$ cat src/rtl/fpu_pkg.sv
// Shared definitions for the floating-point add/subtract pipeline: flag indices,
// unpacked-operand record and canonical quiet-NaN builder (fields sized for up to EXP_MAX/MAN_MAX).
package fpu_pkg;

  localparam int FLG_INV = 3;
  localparam int FLG_OVF = 2;
  localparam int FLG_UNF = 1;
  localparam int FLG_NX  = 0;

  localparam int EXP_MAX = 15;
  localparam int MAN_MAX = 63;
  localparam int W_MAX   = 1 + EXP_MAX + MAN_MAX;

  typedef struct packed {
    logic               sign;
    logic [EXP_MAX-1:0] exp;
    logic [MAN_MAX-1:0] man;
    logic               is_zero;
    logic               is_inf;
    logic               is_nan;
    logic               is_snan;
  } fp_unpacked_t;

  // Exponent/mantissa arrive zero-extended; exp_w/man_w give the live field widths.
  function automatic fp_unpacked_t fp_unpack(input logic sign, input logic [EXP_MAX-1:0] exp,
                                             input logic [MAN_MAX-1:0] man,
                                             input int exp_w, input int man_w);
    fp_unpacked_t       u;
    logic [EXP_MAX-1:0] ones;
    ones      = ~({EXP_MAX{1'b1}} << exp_w);
    u.sign    = sign;
    u.exp     = exp;
    u.man     = man;
    u.is_zero = (exp == '0);
    u.is_inf  = (exp == ones) && (man == '0);
    u.is_nan  = (exp == ones) && (man != '0);
    u.is_snan = u.is_nan && ((man & (MAN_MAX'(1) << (man_w - 1))) == '0);
    return u;
  endfunction

  function automatic logic [W_MAX-1:0] fp_qnan(input int exp_w, input int man_w);
    logic [W_MAX-1:0] r;
    r = ~({W_MAX{1'b1}} << exp_w);
    r = r << man_w;
    r = r | (W_MAX'(1) << (man_w - 1));
    return r;
  endfunction

endpackage

$ cat src/rtl/fpu_lzc.sv
// Combinational leading-zero counter; returns WIDTH for an all-zero input.
module fpu_lzc #(
  parameter int WIDTH = 8,
  parameter int CW    = $clog2(WIDTH + 1)
) (
  input  logic [WIDTH-1:0] data_i,
  output logic [CW-1:0]    count_o
);

  // Scan upward so the highest set bit is the last to write the count.
  always_comb begin
    count_o = CW'(WIDTH);
    for (int i = 0; i < WIDTH; i++) begin
      if (data_i[i]) count_o = CW'(WIDTH - 1 - i);
    end
  end

endmodule

$ cat src/rtl/fpu_addsub_pipe.sv
// Pipelined FP add/subtract, RNE, FTZ: 4 cycles input-to-result, 1 op/cycle.
// Single advance enable freezes all stages while the result is held unaccepted.
module fpu_addsub_pipe
  import fpu_pkg::*;
#(
  parameter int  EXP_W = 8,
  parameter int  MAN_W = 23,
  localparam int W     = 1 + EXP_W + MAN_W
) (
  input  logic         clk,
  input  logic         reset,
  input  logic         in_valid,
  output logic         in_ready,
  input  logic [W-1:0] din1,
  input  logic [W-1:0] din2,
  input  logic         op,
  output logic         out_valid,
  input  logic         out_ready,
  output logic [W-1:0] result,
  output logic [3:0]   flags
);

  localparam int XW = MAN_W + 4;
  localparam int SW = MAN_W + 5;
  localparam int CW = $clog2(SW + 1);
  localparam int EW = EXP_W + 2;
  localparam logic [W-1:0]         QNAN = W'(fp_qnan(EXP_W, MAN_W));
  localparam logic signed [EW-1:0] EMAX = EW'((1 << EXP_W) - 1);

  logic [3:0]   v_q;
  logic         adv;
  logic [W-1:0] result_q, result_d;
  logic [3:0]   flags_q, flags_d;

  fp_unpacked_t ua, ub;
  logic               swap;
  logic               s1_sign_d, s1_sub_d, s1_sign_q, s1_sub_q;
  logic [EXP_W-1:0]   s1_exp_d, s1_diff_d, s1_exp_q, s1_diff_q;
  logic [MAN_W:0]     s1_man_l_d, s1_man_s_d, s1_man_l_q, s1_man_s_q;
  logic [W+1:0]       s1_spc_d, s1_spc_q, s2_spc_q, s3_spc_q;
  logic               s2_sign_q, s2_sub_q, s3_sign_q, s3_sub_q;
  logic [EXP_W-1:0]   s2_exp_q, s3_exp_q;
  logic [XW-1:0]      s2_man_s_d, s2_man_l_q, s2_man_s_q, lost_mask;
  logic [SW-1:0]      s3_sum_d, s3_sum_q;
  logic [CW-1:0]      s3_lz_d, s3_lz_q;
  logic [XW-1:0]      norm;
  logic signed [EW-1:0] e_n, e_r;
  logic [MAN_W+1:0]   rnd;
  logic [MAN_W-1:0]   man_r;

  assign adv       = !v_q[3] || out_ready;
  assign in_ready  = adv;
  assign out_valid = v_q[3];
  assign result    = result_q;
  assign flags     = flags_q;

  // S1: unpack with denormals flushed, order operands so the larger magnitude leads.
  always_comb begin
    ua = fp_unpack(din1[W-1], EXP_MAX'(din1[W-2:MAN_W]), MAN_MAX'(din1[MAN_W-1:0]), EXP_W, MAN_W);
    ub = fp_unpack(din2[W-1] ^ op, EXP_MAX'(din2[W-2:MAN_W]), MAN_MAX'(din2[MAN_W-1:0]), EXP_W, MAN_W);
    swap       = {ub.exp, ub.man} > {ua.exp, ua.man};
    s1_sign_d  = swap ? ub.sign : ua.sign;
    s1_sub_d   = ua.sign ^ ub.sign;
    s1_exp_d   = EXP_W'(swap ? ub.exp : ua.exp);
    s1_diff_d  = EXP_W'(swap ? ub.exp - ua.exp : ua.exp - ub.exp);
    s1_man_l_d = (swap ? ub.is_zero : ua.is_zero) ? '0 : {1'b1, MAN_W'(swap ? ub.man : ua.man)};
    s1_man_s_d = (swap ? ua.is_zero : ub.is_zero) ? '0 : {1'b1, MAN_W'(swap ? ua.man : ub.man)};
    s1_spc_d   = '0;
    if (ua.is_nan || ub.is_nan)
      s1_spc_d = {1'b1, ua.is_snan | ub.is_snan, QNAN};
    else if (ua.is_inf && ub.is_inf && s1_sub_d)
      s1_spc_d = {2'b11, QNAN};
    else if (ua.is_inf || ub.is_inf)
      s1_spc_d = {2'b10, ua.is_inf ? ua.sign : ub.sign, {EXP_W{1'b1}}, {MAN_W{1'b0}}};
  end

  // S2: align the smaller operand, folding every shifted-out bit into sticky.
  always_comb begin
    lost_mask = ~({XW{1'b1}} << s1_diff_q);
    if (int'(s1_diff_q) >= MAN_W + 3)
      s2_man_s_d = XW'(|s1_man_s_q);
    else
      s2_man_s_d = ({s1_man_s_q, 3'b000} >> s1_diff_q) | XW'(|({s1_man_s_q, 3'b000} & lost_mask));
  end

  // S3: magnitude add/subtract (never negative thanks to the S1 ordering).
  assign s3_sum_d = s2_sub_q ? ({1'b0, s2_man_l_q} - {1'b0, s2_man_s_q})
                             : ({1'b0, s2_man_l_q} + {1'b0, s2_man_s_q});

  fpu_lzc #(.WIDTH(SW), .CW(CW)) u_lzc (
    .data_i  (s3_sum_d),
    .count_o (s3_lz_d)
  );

  // S4: normalise so the hidden bit sits at XW-1, round to nearest even, range check.
  always_comb begin
    if (s3_sum_q[SW-1]) begin
      norm = {s3_sum_q[SW-1:2], |s3_sum_q[1:0]};
      e_n  = {2'b00, s3_exp_q} + EW'(1);
    end else begin
      norm = s3_sum_q[XW-1:0] << (s3_lz_q - CW'(1));
      e_n  = {2'b00, s3_exp_q} - EW'(s3_lz_q) + EW'(1);
    end
    rnd   = {1'b0, norm[XW-1:3]} + (MAN_W+2)'(norm[2] & (norm[1] | norm[0] | norm[3]));
    e_r   = rnd[MAN_W+1] ? e_n + EW'(1) : e_n;
    man_r = rnd[MAN_W+1] ? rnd[MAN_W:1] : rnd[MAN_W-1:0];
    result_d        = {s3_sign_q, EXP_W'(e_r), man_r};
    flags_d         = '0;
    flags_d[FLG_NX] = |norm[2:0];
    if (s3_spc_q[W+1]) begin
      result_d         = s3_spc_q[W-1:0];
      flags_d          = '0;
      flags_d[FLG_INV] = s3_spc_q[W];
    end else if (s3_sum_q == '0) begin
      result_d = {s3_sign_q & ~s3_sub_q, {(W-1){1'b0}}};
      flags_d  = '0;
    end else if (e_r <= 0) begin
      result_d         = {s3_sign_q, {(W-1){1'b0}}};
      flags_d[FLG_UNF] = 1'b1;
      flags_d[FLG_NX]  = 1'b1;
    end else if (e_r >= EMAX) begin
      result_d         = {s3_sign_q, {EXP_W{1'b1}}, {MAN_W{1'b0}}};
      flags_d[FLG_OVF] = 1'b1;
      flags_d[FLG_NX]  = 1'b1;
    end
  end

  always_ff @(posedge clk) begin
    if (reset) begin
      v_q      <= '0;
      result_q <= '0;
      flags_q  <= '0;
    end else if (adv) begin
      v_q <= {v_q[2:0], in_valid};
      if (v_q[2]) begin
        result_q <= result_d;
        flags_q  <= flags_d;
      end
    end
  end

  always_ff @(posedge clk) begin
    if (adv) begin
      s1_sign_q  <= s1_sign_d;   s1_sub_q   <= s1_sub_d;   s1_exp_q <= s1_exp_d;
      s1_diff_q  <= s1_diff_d;   s1_man_l_q <= s1_man_l_d; s1_man_s_q <= s1_man_s_d;
      s1_spc_q   <= s1_spc_d;
      s2_sign_q  <= s1_sign_q;   s2_sub_q   <= s1_sub_q;   s2_exp_q <= s1_exp_q;
      s2_man_l_q <= {s1_man_l_q, 3'b000};
      s2_man_s_q <= s2_man_s_d;  s2_spc_q   <= s1_spc_q;
      s3_sign_q  <= s2_sign_q;   s3_sub_q   <= s2_sub_q;   s3_exp_q <= s2_exp_q;
      s3_sum_q   <= s3_sum_d;    s3_lz_q    <= s3_lz_d;    s3_spc_q <= s2_spc_q;
    end
  end

endmodule

$ cat config.mk
export PLATFORM = sky130hd
export DESIGN_NAME = fpu_addsub_pipe
export DESIGN_NICKNAME = d
export VERILOG_FILES = /design/src/rtl/fpu_pkg.sv /design/src/rtl/fpu_lzc.sv /design/src/rtl/fpu_addsub_pipe.sv
export SDC_FILE = /design/constraint.sdc
export NUM_CORES = 1
export LEC_CHECK = 0
export BUFFER_PORTS_ARGS = -buffer_cell sky130_fd_sc_hd__buf_2
export CAP_MARGIN = 20
export CELL_PAD_IN_SITES_DETAIL_PLACEMENT = 0
export CELL_PAD_IN_SITES_GLOBAL_PLACEMENT = 1
export CORE_MARGIN = 1
export CORE_UTILIZATION = 49
export CTS_CLUSTER_DIAMETER = 200
export DETAILED_ROUTE_END_ITERATION = 6
export GPL_TIMING_DRIVEN = 0
export PLACE_DENSITY = 0.9
export SLEW_MARGIN = 20
export SYNTH_ARGS = -nofsm -noshare
export SYNTH_HDL_FRONTEND = slang
export SYNTH_SLANG_ARGS = --single-unit
$ cat constraint.sdc
create_clock -name clk -period 9.2 [get_ports clk]
set_input_delay 1.38 -clock clk [delete_from_list [all_inputs] [get_ports clk]]
set_output_delay 1.38 -clock clk [all_outputs]
set_load 0.01 [all_outputs]
==> run_summary.xml <==
<?xml version="1.0" encoding="UTF-8"?>
<metrics>
  <group name="outcome">
    <metric name="status" unit="">completed</metric>
  </group>
  <group name="routing">
    <metric name="routed_via_density" unit="">6.28</metric>
    <metric name="drtIter0Drc" unit="">1387</metric>
    <metric name="route.antenna.remaining_nets" unit="">0</metric>
    <metric name="drt-wirelength-per-cell" unit="um">20.6</metric>
    <metric name="drt_pre_antenna_iters" unit="">6</metric>
    <metric name="drc" unit="">0</metric>
    <metric name="vias" unit="">15700</metric>
    <metric name="wl" unit="um">51600</metric>
  </group>
  <group name="grt">
    <metric name="vias_in_the_first_global_route" unit="">14900</metric>
    <metric name="grt_util_all_layers" unit="">0.281</metric>
    <metric name="antenna_found_initial" unit="">2</metric>
    <metric name="grt_pass1_wl" unit="um">80900</metric>
    <metric name="grt_start_max_net_pins" unit="">58</metric>
    <metric name="grt_remaining_overflow" unit="">0</metric>
  </group>
  <group name="clock_tree">
    <metric name="ctsLongestPathBuffers" unit="">3</metric>
    <metric name="clock_latency" unit="ns">0.55</metric>
    <metric name="cts_post_setup_buffers_inserted" unit="">0</metric>
    <metric name="cts.root.buffer_cell" unit="">sky130_fd_sc_hd__clkbuf_16</metric>
    <metric name="tritoncts" unit="">done</metric>
    <metric name="path_clk_slew" unit="ns">0.06</metric>
    <metric name="clock_sinks" unit="">222</metric>
    <metric name="htreeDepth" unit="">1</metric>
    <metric name="post_cts.resized_instances" unit="">0</metric>
    <metric name="total_of_hold_buffers_inserted_after_clock_tree_synthesis" unit="">0</metric>
    <metric name="number_of_clock_buffers_inserted_by_tritoncts" unit="">27</metric>
  </group>
  <group name="job">
    <metric name="reported_max_cap_violation_count" unit="">0</metric>
  </group>
  <group name="sta">
    <metric name="worst_slew_margin_rel" unit="">0.310</metric>
    <metric name="max_clock_freq" unit="GHz">0.162</metric>
    <metric name="final.period_utilization" unit="">0.670</metric>
    <metric name="finalSetupViolCount" unit="">0</metric>
    <metric name="worst_clock_skew" unit="ns">0.0174</metric>
    <metric name="rsz0062_at_grt" unit="">no</metric>
    <metric name="tightestPinTransition" unit="ns">1.03</metric>
    <metric name="pins_over_their_slew_limit" unit="">0</metric>
    <metric name="finalCriticalPeriod" unit="ns">6.16</metric>
    <metric name="finalWorstSetupSlack" unit="ns">3.04</metric>
    <metric name="timing.final.hold_violations" unit="">0</metric>
  </group>
  <group name="worst_hold_path">
    <metric name="worst_hold_path_type" unit="">flip-flop to flip-flop</metric>
  </group>
  <group name="layout">
    <metric name="areaGrowthSynthToFinish" unit="%">11.4</metric>
    <metric name="layout.cells.most_common" unit="">sky130_fd_sc_hd__nor2_1</metric>
    <metric name="insertedDiodeCount" unit="">0</metric>
    <metric name="mostFrequentLayoutCells" unit="">sky130_fd_sc_hd__nor2_1 (217), sky130_fd_sc_hd__edfxtp_1 (182), sky130_fd_sc_hd__nand2_1 (146)</metric>
    <metric name="fraction_of_final_layout_cells_sized_beyond_drive_strength_1" unit="">0.145</metric>
    <metric name="nets" unit="">2199</metric>
    <metric name="final_cell_count_no_fill" unit="">2501</metric>
  </group>
  <group name="placement">
    <metric name="pre_cts_slack" unit="ns">3.20</metric>
    <metric name="io_buffer_count" unit="">105</metric>
    <metric name="half_perimeter_wire_length_after_detailed_placement" unit="um">40800</metric>
    <metric name="placed_cells_incl_taps" unit="">2452</metric>
    <metric name="gp_routability_congestion" unit="">1.03</metric>
  </group>
  <group name="critical_path">
    <metric name="required_arrival_time_at_the_worst_endpoint" unit="ns">9.61</metric>
    <metric name="worst-path-max-fanout" unit="">10</metric>
    <metric name="critPathLaunchType" unit="">flip-flop</metric>
    <metric name="crit_path_top_delay_cell" unit="">sky130_fd_sc_hd__clkbuf_1</metric>
    <metric name="critPathArrivalTime" unit="ns">6.58</metric>
    <metric name="timing.critical_path.slowest_cell_delay" unit="ns">0.54</metric>
    <metric name="critical_path.cell_chain" unit="">clkbuf_1 &gt; clkbuf_1 &gt; clkbuf_1 &gt; buf_1 &gt; clkbuf_1 &gt; a22o_1 &gt; o21a_1 &gt; ha_1 &gt; ha_1 &gt; o2111ai_1 &gt; nor4_4 &gt; nand3_1 &gt; or3_4 &gt; a2111oi_4 &gt; o22ai_4 &gt; o21ai_2 &gt; buf_4 &gt; o31ai_2</metric>
    <metric name="cp_common_cell" unit="">sky130_fd_sc_hd__clkbuf_1</metric>
    <metric name="r2r_slack" unit="ns">3.04</metric>
    <metric name="critical_path.endpoint_type" unit="">flip-flop</metric>
    <metric name="timing_worst_setup_path_type" unit="">flip-flop to flip-flop</metric>
  </group>
  <group name="power">
    <metric name="worst_vdd_ir" unit="V">0.000142</metric>
    <metric name="report.power.total" unit="mW">5.05</metric>
    <metric name="power.density" unit="nW/um2">258</metric>
    <metric name="power.leakage" unit="nW">7.68</metric>
  </group>
  <group name="floorplan">
    <metric name="die_w" unit="um">191</metric>
    <metric name="top_level_ports" unit="">107</metric>
    <metric name="core_area" unit="um2">34900</metric>
    <metric name="die_area" unit="um2">36600</metric>
    <metric name="row_count" unit="">68</metric>
    <metric name="initial_utilization" unit="">0.504</metric>
    <metric name="fp.dieH" unit="um">191</metric>
  </group>
  <group name="logic_synthesis">
    <metric name="synth.yosys.seq_area_share" unit="">0.357</metric>
    <metric name="syn_nets" unit="">2062</metric>
    <metric name="synth_cells" unit="">1889</metric>
    <metric name="yosys_register_bits" unit="">222</metric>
    <metric name="yosysWarningCount" unit="">0</metric>
    <metric name="synthesis.area_per_instance" unit="um2">9.30</metric>
    <metric name="ys.flop_type" unit="">sky130_fd_sc_hd__edfxtp_1</metric>
    <metric name="post_synthesis_cell_area" unit="um2">17600</metric>
    <metric name="number_of_enable_type_register_cells_in_the_synthesized_netlist" unit="">182</metric>
    <metric name="yosys.cell_types.count" unit="">99</metric>
    <metric name="asyncSetResetFlopFracSynth" unit="">0</metric>
  </group>
</metrics>
## final cells by class
type                    instances  area [um2]
flip-flops and latches        222        6270
clock buffers                  29         683
clock inverters                20         151
plain buffers                 107         478
repair buffers                108         601
multi-input cells            1436       10400
fillers                      3165       15300
well taps                     455         569
inverters                     124         465
## power breakdown
| part | internal, mW | switching, mW |
|---|---|---|
| registers | 1.26 | 0.176 |
| clock network | 0.570 | 0.430 |
| logic | 1.00 | 1.61 |
| total | 2.83 | 2.22 |
## sequential cells by signal, summed over array words and instances, names as in the netlist, 24 cells and up
signal      cells
s1_man_l_q     24
result         32
s2_man_s_q     27
s2_man_l_q     24
s3_sum_q       28
s1_man_s_q     24
## stage by stage
stage	instance area [um2]	hold WS (ns)	util	TNS, ns
final	19600	0.410	0.561	0
after global routing	19600	0.421	0.561	0
after CTS	19600	0.413	0.561	0
after detailed placement	18700	0.405	0.537	0
after global placement	18700	0.402	0.535	-35.56
after floorplan	17600	0.400	-	0
## per-layer routing
metal | routed length, um | vias up | global-route usage
met5 | 0 | - | 0
met4 | 1480 | 0 | 0.0910
met3 | 3700 | 110 | 0.0347
met2 | 23800 | 716 | 0.459
met1 | 22600 | 7520 | 0.387
li1 | - | 7353 | -
## critical path, delay by kind of cell (launching register included)
family / cells / cell delay [ns]
fa+ha+maj: 2 / 0.38
simple gates: 3 / 1.28
buf+inv: 6 / 2.57
compound gates: 7 / 1.46
flops: 1 / 0.32
## Yosys cell counts (all sizes together) (18+ instances only)
library cell	count	area (um2)
o211ai	20	150
inv	123	462
mux4	43	968
a31oi	19	125
o21ai	98	494
mux2i	57	571
nand4	31	200
clkbuf	72	270
edfxtp	182	5470
nor3	46	235
xor2	24	210
nor2b	23	144
nand2	148	566
o31ai	33	322
a21o	18	135
a211oi	28	210
a21oi	113	566
dfxtp	40	801
ha	100	1250
buf	35	204
nor2	219	832
nor4	39	280
xnor2	48	439
nand2b	19	119
nand3	54	270
## cells by family (layout without fill, tap and decap cells)
group | count (synthesis) | after routing | share of synthesized area
muxes | 114 | 114 | 0.0965
AOI/OAI and AO/OA | 475 | 475 | 0.192
buffers and inverters | 231 | 388 | 0.0535
xor gates and xnor gates | 73 | 73 | 0.0382
DFF | 222 | 222 | 0.357
and+or+nand+nor | 670 | 670 | 0.187
adders and majority gates | 104 | 104 | 0.0758
## path summary, 6_finish.rpt
check | depth (start not counted) | end | startpoint
max | 18 | result[0]$_SDFFE_PP0P_ | s3_sum_q[27]$_DFFE_PN_
max reg2reg | 18 | result[0]$_SDFFE_PP0P_ | s3_sum_q[27]$_DFFE_PN_
min | 0 | s2_exp_q[4]$_DFFE_PN_ | s1_exp_q[4]$_DFFE_PN_
min reg2reg | 0 | s2_exp_q[4]$_DFFE_PN_ | s1_exp_q[4]$_DFFE_PN_
Note: power is estimated with default switching activity, not from simulation.
